--- config.mk ---
export PLATFORM = sky130hd
export DESIGN_NAME = rob_multi
export DESIGN_NICKNAME = d
export VERILOG_FILES = /design/src/rtl/rob_multi_pkg.sv /design/src/rtl/rob_multi_age_mask.sv /design/src/rtl/rob_multi.sv
export SDC_FILE = /design/constraint.sdc
export NUM_CORES = 1
export LEC_CHECK = 0
export BUFFER_PORTS_ARGS = -buffer_cell sky130_fd_sc_hd__buf_4
export CORE_AREA = 3 3 80 157
export CTS_CLUSTER_SIZE = 30
export DETAILED_ROUTE_END_ITERATION = 10
export DIE_AREA = 0 0 83 160
export GPL_TIMING_DRIVEN = 0
export HOLD_SLACK_MARGIN = 0.06
export PLACE_DENSITY = 0.74
export SYNTH_ARGS = -nofsm -noshare
export SYNTH_HDL_FRONTEND = slang
export SYNTH_SLANG_ARGS = --single-unit
--- constraint.sdc ---
create_clock -name clk -period 4.2 [get_ports clk]
set_clock_uncertainty 0.15 [all_clocks]
set_input_delay 0.21 -clock clk [delete_from_list [all_inputs] [get_ports clk]]
set_output_delay 0.21 -clock clk [all_outputs]
set_load 0.03 [all_outputs]
--- src/rtl/rob_multi_pkg.sv ---
// Shared types for the reorder buffer: opcode classes, entry layout and the
// optional RVFI trace word carried alongside each entry.
package tomasula_types;

   localparam int unsigned ROB_MAX_DEPTH = 32;
   localparam int unsigned ROB_TAG_MAX_W = $clog2(ROB_MAX_DEPTH);

   typedef enum logic [1:0] {
      OP_ALU    = 2'd0,
      OP_LOAD   = 2'd1,
      OP_STORE  = 2'd2,
      OP_BRANCH = 2'd3
   } opcode_short;

   typedef struct packed {
      opcode_short op;
      logic [4:0]  rd;
      logic        done;
      logic        mispred;
   } rob_entry_t;

   typedef struct packed {
      logic [31:0]              pc;
      logic [31:0]              insn;
      logic [ROB_TAG_MAX_W-1:0] rd_tag;
   } rvfi_word;

   // Branches and stores retire without touching the register file.
   function automatic logic writes_rf(input opcode_short op);
      return (op != OP_BRANCH) && (op != OP_STORE);
   endfunction

endpackage

--- src/rtl/rob_multi_age_mask.sv ---
// Marks every occupied slot strictly younger than a given tag, using
// shifted thermometer masks instead of walking the pointer range.
module rob_age_mask
#(
   parameter  int unsigned DEPTH = 8,
   localparam int unsigned TAG_W = $clog2(DEPTH)
) (
   input  logic [TAG_W-1:0] i_head,
   input  logic [TAG_W-1:0] i_tail,
   input  logic [TAG_W-1:0] i_tag,
   input  logic             i_full,
   output logic [DEPTH-1:0] o_mask
);

   logic [DEPTH-1:0] w_ones;
   logic [DEPTH-1:0] w_ge_head;
   logic [DEPTH-1:0] w_ge_tail;
   logic [DEPTH-1:0] w_le_tag;
   logic [DEPTH-1:0] w_span;
   logic [DEPTH-1:0] w_older;

   assign w_ones    = '1;
   assign w_ge_head = w_ones << i_head;
   assign w_ge_tail = w_ones << i_tail;
   assign w_le_tag  = ~((w_ones << i_tag) << 1);

   // Occupied range [head, tail) and the range [head, tag], each split when it wraps.
   assign w_span  = i_full              ? w_ones :
                    (i_head <= i_tail)  ? (w_ge_head & ~w_ge_tail) :
                                          (w_ge_head | ~w_ge_tail);
   assign w_older = (i_head <= i_tag)   ? (w_ge_head & w_le_tag) :
                                          (w_ge_head | w_le_tag);

   assign o_mask = w_span & ~w_older;

endmodule

--- src/rtl/rob_multi.sv ---
// Multi-commit reorder buffer with in-order retire and mispredict flush.
// Define ROB_RVFI_EN to carry an RVFI trace word per entry to the commit slots.
module rob_multi
   import tomasula_types::*;
#(
   parameter  int unsigned DEPTH    = 8,
   parameter  int unsigned COMMIT_W = 2,
   localparam int unsigned TAG_W    = $clog2(DEPTH)
) (
   input  logic                             clk,
   input  logic                             rst_n,
   input  logic                             alloc_valid,
   output logic                             alloc_ready,
   input  opcode_short                      alloc_type,
   input  logic [4:0]                       alloc_rd,
   output logic [TAG_W-1:0]                 alloc_tag,
   input  logic [DEPTH-1:0]                 done_vec,
   input  logic                             br_res_valid,
   input  logic [TAG_W-1:0]                 br_res_tag,
   input  logic                             br_res_mispred,
   output logic [COMMIT_W-1:0]              commit_valid,
   output logic [COMMIT_W-1:0]              commit_rf_load,
   output logic [COMMIT_W-1:0][4:0]         commit_rd,
   output logic [COMMIT_W-1:0][TAG_W-1:0]   commit_tag,
   output logic                             flush,
   output logic [DEPTH-1:0]                 squash_mask,
   output logic [TAG_W-1:0]                 head_ptr,
   output logic [TAG_W:0]                   count
`ifdef ROB_RVFI_EN
   ,
   input  rvfi_word                         alloc_rvfi,
   output rvfi_word [COMMIT_W-1:0]          commit_rvfi
`endif
);

   rob_entry_t         r_ent [DEPTH];
   logic [DEPTH-1:0]   r_valid;
   logic [TAG_W-1:0]   r_head;
   logic [TAG_W-1:0]   r_tail;
   logic [TAG_W:0]     r_count;

   logic [TAG_W-1:0]   w_idx [COMMIT_W];
   logic [COMMIT_W-1:0] w_fire;
   logic [TAG_W:0]     w_ncommit;
   logic               w_chain;
   logic               w_flush;
   logic [TAG_W-1:0]   w_br_tag;
   logic               w_full;
   logic               w_xfer;
   logic [DEPTH-1:0]   w_age;

   assign w_full      = (r_count == (TAG_W+1)'(DEPTH));
   assign alloc_ready = ~w_full & ~w_flush;
   assign w_xfer      = alloc_valid & alloc_ready;
   assign alloc_tag   = r_tail;
   assign head_ptr    = r_head;
   assign count       = r_count;
   assign commit_valid = w_fire;
   assign flush       = w_flush;
   assign squash_mask = w_flush ? (w_age & r_valid) : '0;

   // Each slot only fires behind a fired, non-mispredicted older slot.
   always_comb begin
      w_fire         = '0;
      w_ncommit      = '0;
      w_chain        = 1'b1;
      w_flush        = 1'b0;
      w_br_tag       = '0;
      commit_rd      = '0;
      commit_tag     = '0;
      commit_rf_load = '0;
      for (int unsigned k = 0; k < COMMIT_W; k++) begin
         w_idx[k]  = r_head + TAG_W'(k);
         w_fire[k] = w_chain & r_valid[w_idx[k]] & r_ent[w_idx[k]].done;
         if (w_fire[k]) begin
            commit_rd[k]      = r_ent[w_idx[k]].rd;
            commit_tag[k]     = w_idx[k];
            commit_rf_load[k] = writes_rf(r_ent[w_idx[k]].op);
            w_ncommit         = w_ncommit + (TAG_W+1)'(1);
            if (r_ent[w_idx[k]].mispred) begin
               w_flush  = 1'b1;
               w_br_tag = w_idx[k];
            end
         end
         w_chain = w_fire[k] & ~r_ent[w_idx[k]].mispred;
      end
   end

   rob_age_mask #(
      .DEPTH (DEPTH)
   ) u_age_mask (
      .i_head (r_head),
      .i_tail (r_tail),
      .i_tag  (w_br_tag),
      .i_full (w_full),
      .o_mask (w_age)
   );

   always_ff @(posedge clk or negedge rst_n) begin
      if (!rst_n) begin
         r_valid <= '0;
         r_head  <= '0;
         r_tail  <= '0;
         r_count <= '0;
         for (int unsigned i = 0; i < DEPTH; i++) r_ent[i] <= '0;
      end else if (w_flush) begin
         r_valid <= '0;
         for (int unsigned i = 0; i < DEPTH; i++) begin
            r_ent[i].done    <= 1'b0;
            r_ent[i].mispred <= 1'b0;
         end
         r_head  <= w_br_tag + 1'b1;
         r_tail  <= w_br_tag + 1'b1;
         r_count <= '0;
      end else begin
         for (int unsigned i = 0; i < DEPTH; i++) begin
            if (done_vec[i] && r_valid[i]) r_ent[i].done <= 1'b1;
         end
         if (br_res_valid && r_valid[br_res_tag] && (r_ent[br_res_tag].op == OP_BRANCH))
            r_ent[br_res_tag].mispred <= br_res_mispred;
         for (int unsigned k = 0; k < COMMIT_W; k++) begin
            if (w_fire[k]) r_valid[w_idx[k]] <= 1'b0;
         end
         if (w_xfer) begin
            r_valid[r_tail] <= 1'b1;
            r_ent[r_tail]   <= '{op: alloc_type, rd: alloc_rd, done: 1'b0, mispred: 1'b0};
            r_tail          <= r_tail + 1'b1;
         end
         r_head  <= r_head + w_ncommit[TAG_W-1:0];
         r_count <= r_count + (TAG_W+1)'(w_xfer) - w_ncommit;
      end
   end

`ifdef ROB_RVFI_EN
   rvfi_word r_rvfi [DEPTH];
   rvfi_word w_rvfi_in;

   always_comb begin
      w_rvfi_in        = alloc_rvfi;
      w_rvfi_in.rd_tag = ROB_TAG_MAX_W'(r_tail);
      commit_rvfi      = '0;
      for (int unsigned k = 0; k < COMMIT_W; k++) begin
         if (w_fire[k]) commit_rvfi[k] = r_rvfi[w_idx[k]];
      end
   end

   always_ff @(posedge clk or negedge rst_n) begin
      if (!rst_n) begin
         for (int unsigned i = 0; i < DEPTH; i++) r_rvfi[i] <= '0;
      end else if (w_xfer) begin
         r_rvfi[r_tail] <= w_rvfi_in;
      end
   end
`endif

endmodule

==> summary.txt <==
status - finished with violations
violated checks - negative setup slack
number of DRC markers after the initial detailed-route iteration - 466
Seq. cell area - 2260 sq um
number of buffers created by CTS - 9
Final Setup Violations - 8
setup repair after global routing missed its margin - yes
Clock Sink Count - 90
depth of the worst hold-timing path - 3
warnings from Yosys - 0
maximum buffer depth of the clock tree - 2
DR WL/cell - 25.6 microns
Worst Setup Path Type - register to output pin
effective utilization at floorplan - 0.534
number of placed I/O pins - 63
proportion of layout cells with a drive suffix above 1 - 0.410
capture point of the worst reg-to-reg path - head_ptr[2]$_DFF_PN0_
Cell Area, Synth - 6100 sq um
global placement routability congestion - 1.06
clock tree root driver cell - clkbuf_16
worst-case setup margin in the final layout - -0.161 ns
highest clock frequency the design can meet - 0.229 GHz
most frequent standard cell in the layout excluding fill and tap cells - buf_4
Hold Path Class - primary input to register
largest cells by area after synthesis - dfrtp_1 (37%), mux4_2 (9.6%), mux2_2 (9.2%)
ys async rst share - 1.00
number of antenna violations at the first check in global routing - 0
library cell occupying the most area in the post-synthesis netlist - dfrtp_1
Critical Path AT - 4.00 ns
global-route wire length before repair - 32900 microns
remaining global-route overflow - 0
main flop type after synthesis - dfrtp_1
HPWL after detailed placement - 15000 microns
area share of the largest cell type after synthesis - 0.369
H-Tree Depth - 3
full die area - 13300 sq um
shortest clock period the worst path allows after layout - 4.36 ns
post-synthesis cell count - 559
clock transition time at the flip-flop clock pins of the worst setup and hold paths - 0.07 ns
Hold Startpoint - done_vec[2]
post-synthesis to final-layout area growth - 31.9%
Final Slew Violations - 0
average footprint of a synthesized cell - 10.9 sq um
max-cap check violation count - 0
floorplan die height - 160 microns
I/O Buffers - 60
endpoints failing hold - 0
sum of routed wire length over all layers - 21300 microns
clock insertion delay at the later pin of the skew report - 0.35 ns
Reg2Reg Depth - 15
clock tree from TritonCTS - built
via total after detailed routing - 5452
vias in the first global route - 5874
worst reg-to-reg setup slack - 0.11 ns
Startpoint Class - register
count of unresolved DRC violations after routing - 0
worst slew margin relative to its limit - 0.227
total global routing track utilization - 0.325
Crit Reg-Reg Startpoint - head_ptr[1]$_DFF_PN0_
number of vias per cell after detailed routing - 6.55
largest net degree at the start of global routing - 91
FP Rows - 55
Data required, critical path - 3.84 ns
sequential element share of the synthesized area - 0.369
Initial DRT Pass Iterations - 5
worst-case hold path end point - r_ent[46]$_DFF_PN0_
transition time at the pin with the least slew margin - 1.16 ns
standard cell core area - 11400 sq um
element type at the critical path end - output pin
diode count - 0
Filler cells - 838
synthesis-stage register bit count - 90
multi-input combinational cell area - 3930 sq um
Nets - 737
Synth Net Count - 610
distinct cell type count after synthesis - 70
leading cell types in the layout, fill and taps excluded - buf_4 (92), dfrtp_1 (87), mux2_2 (50)
largest driver fanout on the critical path - 6
worst setup timing slack at the placement stage - -0.778 ns
residual antenna-violating net count after detailed routing - 0
number of enable flip-flop cells after synthesis - 0
Tcrit/Tclk final - 1.04
floorplan die width - 83 microns
what timing repair did:
item / 4_1_cts / 5_1_grt
pin swaps: 27 / 14
hold buffers: 14 / 0
resized for setup: 55 / 21
buffers inserted: 37 / 6
hold endpoints to repair: 152 / 0
gates cloned: 1 / 0
endpoints found under the setup margin: 15 / 11
metal layers:
layer  share of wire  global-route usage  vias to the layer above
li1                -                   -                     2330
met1            0.32               0.327                     2692
met2            0.51               0.560                      309
met3           0.063              0.0630                      121
met4            0.10               0.284                        0
met5               0                   0                        -
cell type report:
class | count | area share
Multi-Input combinational cell | 414 | 0.489
Sequential cell | 90 | 0.281
Tap cell | 142 | 0.0221
Inverter | 27 | 0.0181
Clock buffer | 9 | 0.0280
Buffer | 27 | 0.0322
Clock inverter | 7 | 0.00949
Timing Repair Buffer | 117 | 0.120
flip-flops by register name, summed over array words and instances, names as in the netlist:
register / count
alloc_tag: 3
r_valid: 8
r_ent: 72
head_ptr: 3
count: 4
stage by stage:
stage | area [sq um] | util | hold slack, ns | setup TNS, ns | std cells
global placement | 6920 | 0.606 | 0.316 | -7.00 | 761
floorplan | 6290 | - | -0.236 | 0 | 559
CTS | 7910 | 0.692 | 0.0893 | -0.498 | 828
finish | 8040 | 0.704 | 0.0970 | -0.789 | 833
global route | 8040 | 0.704 | 0.102 | -1.69 | 833
detailed placement | 6920 | 0.606 | 0.339 | -7.34 | 761
cell usage after synthesis (3+ instances only):
master    count
xor2_1        3
buf_2         7
ha_1         26
nor2_1       30
clkbuf_1     12
a211oi_1      3
a21oi_1      28
a22oi_1       6
inv_1        25
nand4_1       4
buf_6         3
and3_1        8
maj3_1        6
dfrtp_1      90
nand3_1      30
nor2b_1       5
o21ai_0      15
a21oi_4       7
nand2_1      47
o41ai_1       3
mux2_2       50
and2_1        6
nand2b_1      3
mux2_4        8
buf_1         4
nor3_1       23
nor3b_1       4
mux4_2       26
mux2i_1      27
how the worst max path moves through the flow:
| stage | startpoint | end | slack [ns] | depth (start not counted) |
|---|---|---|---|---|
| global route | head_ptr[0]$_DFF_PN0_ | squash_mask[2] | -0.29 | 19 |
| finish | head_ptr[1]$_DFF_PN0_ | squash_mask[1] | -0.16 | 18 |
| CTS | head_ptr[0]$_DFF_PN0_ | squash_mask[0] | -0.11 | 18 |
| global placement | head_ptr[0]$_DFF_PN0_ | squash_mask[5] | -0.75 | 16 |
| floorplan | head_ptr[2]$_DFF_PN0_ | squash_mask[2] | 0.008 | 19 |
| detailed placement | head_ptr[0]$_DFF_PN0_ | squash_mask[2] | -0.78 | 17 |
cell families after synthesis:
kind of cell | after synthesis | synth area share
AO/OA/AOI/OAI | 91 | 0.117
adder cells (fa/ha/maj) | 34 | 0.0698
buffers and inverters | 55 | 0.0429
multiplexers | 112 | 0.254
XOR/XNOR | 5 | 0.00719
flip-flops | 90 | 0.369
AND/OR/NAND/NOR | 172 | 0.139
worst max-delay path, stage by stage (launching register included):
cell and delay (ns):
dfrtp_2 0.50, clkinvlp_4 0.17, clkbuf_16 0.17, ha_4 0.27
and3b_2 0.24, a32o_2 0.27, nor3_4 0.20, nand3_2 0.12
a21oi_4 0.24, ha_4 0.19, nor2b_4 0.04, o21a_1 0.20
o21ai_4 0.17, buf_6 0.14, buf_8 0.11, buf_4 0.10
nand3_2 0.06, a211oi_2 0.24, buf_4 0.20
Power is left out: the tool's default activity adds up to more than one toggle a clock period on the data nets, which glitch-free logic cannot reach.
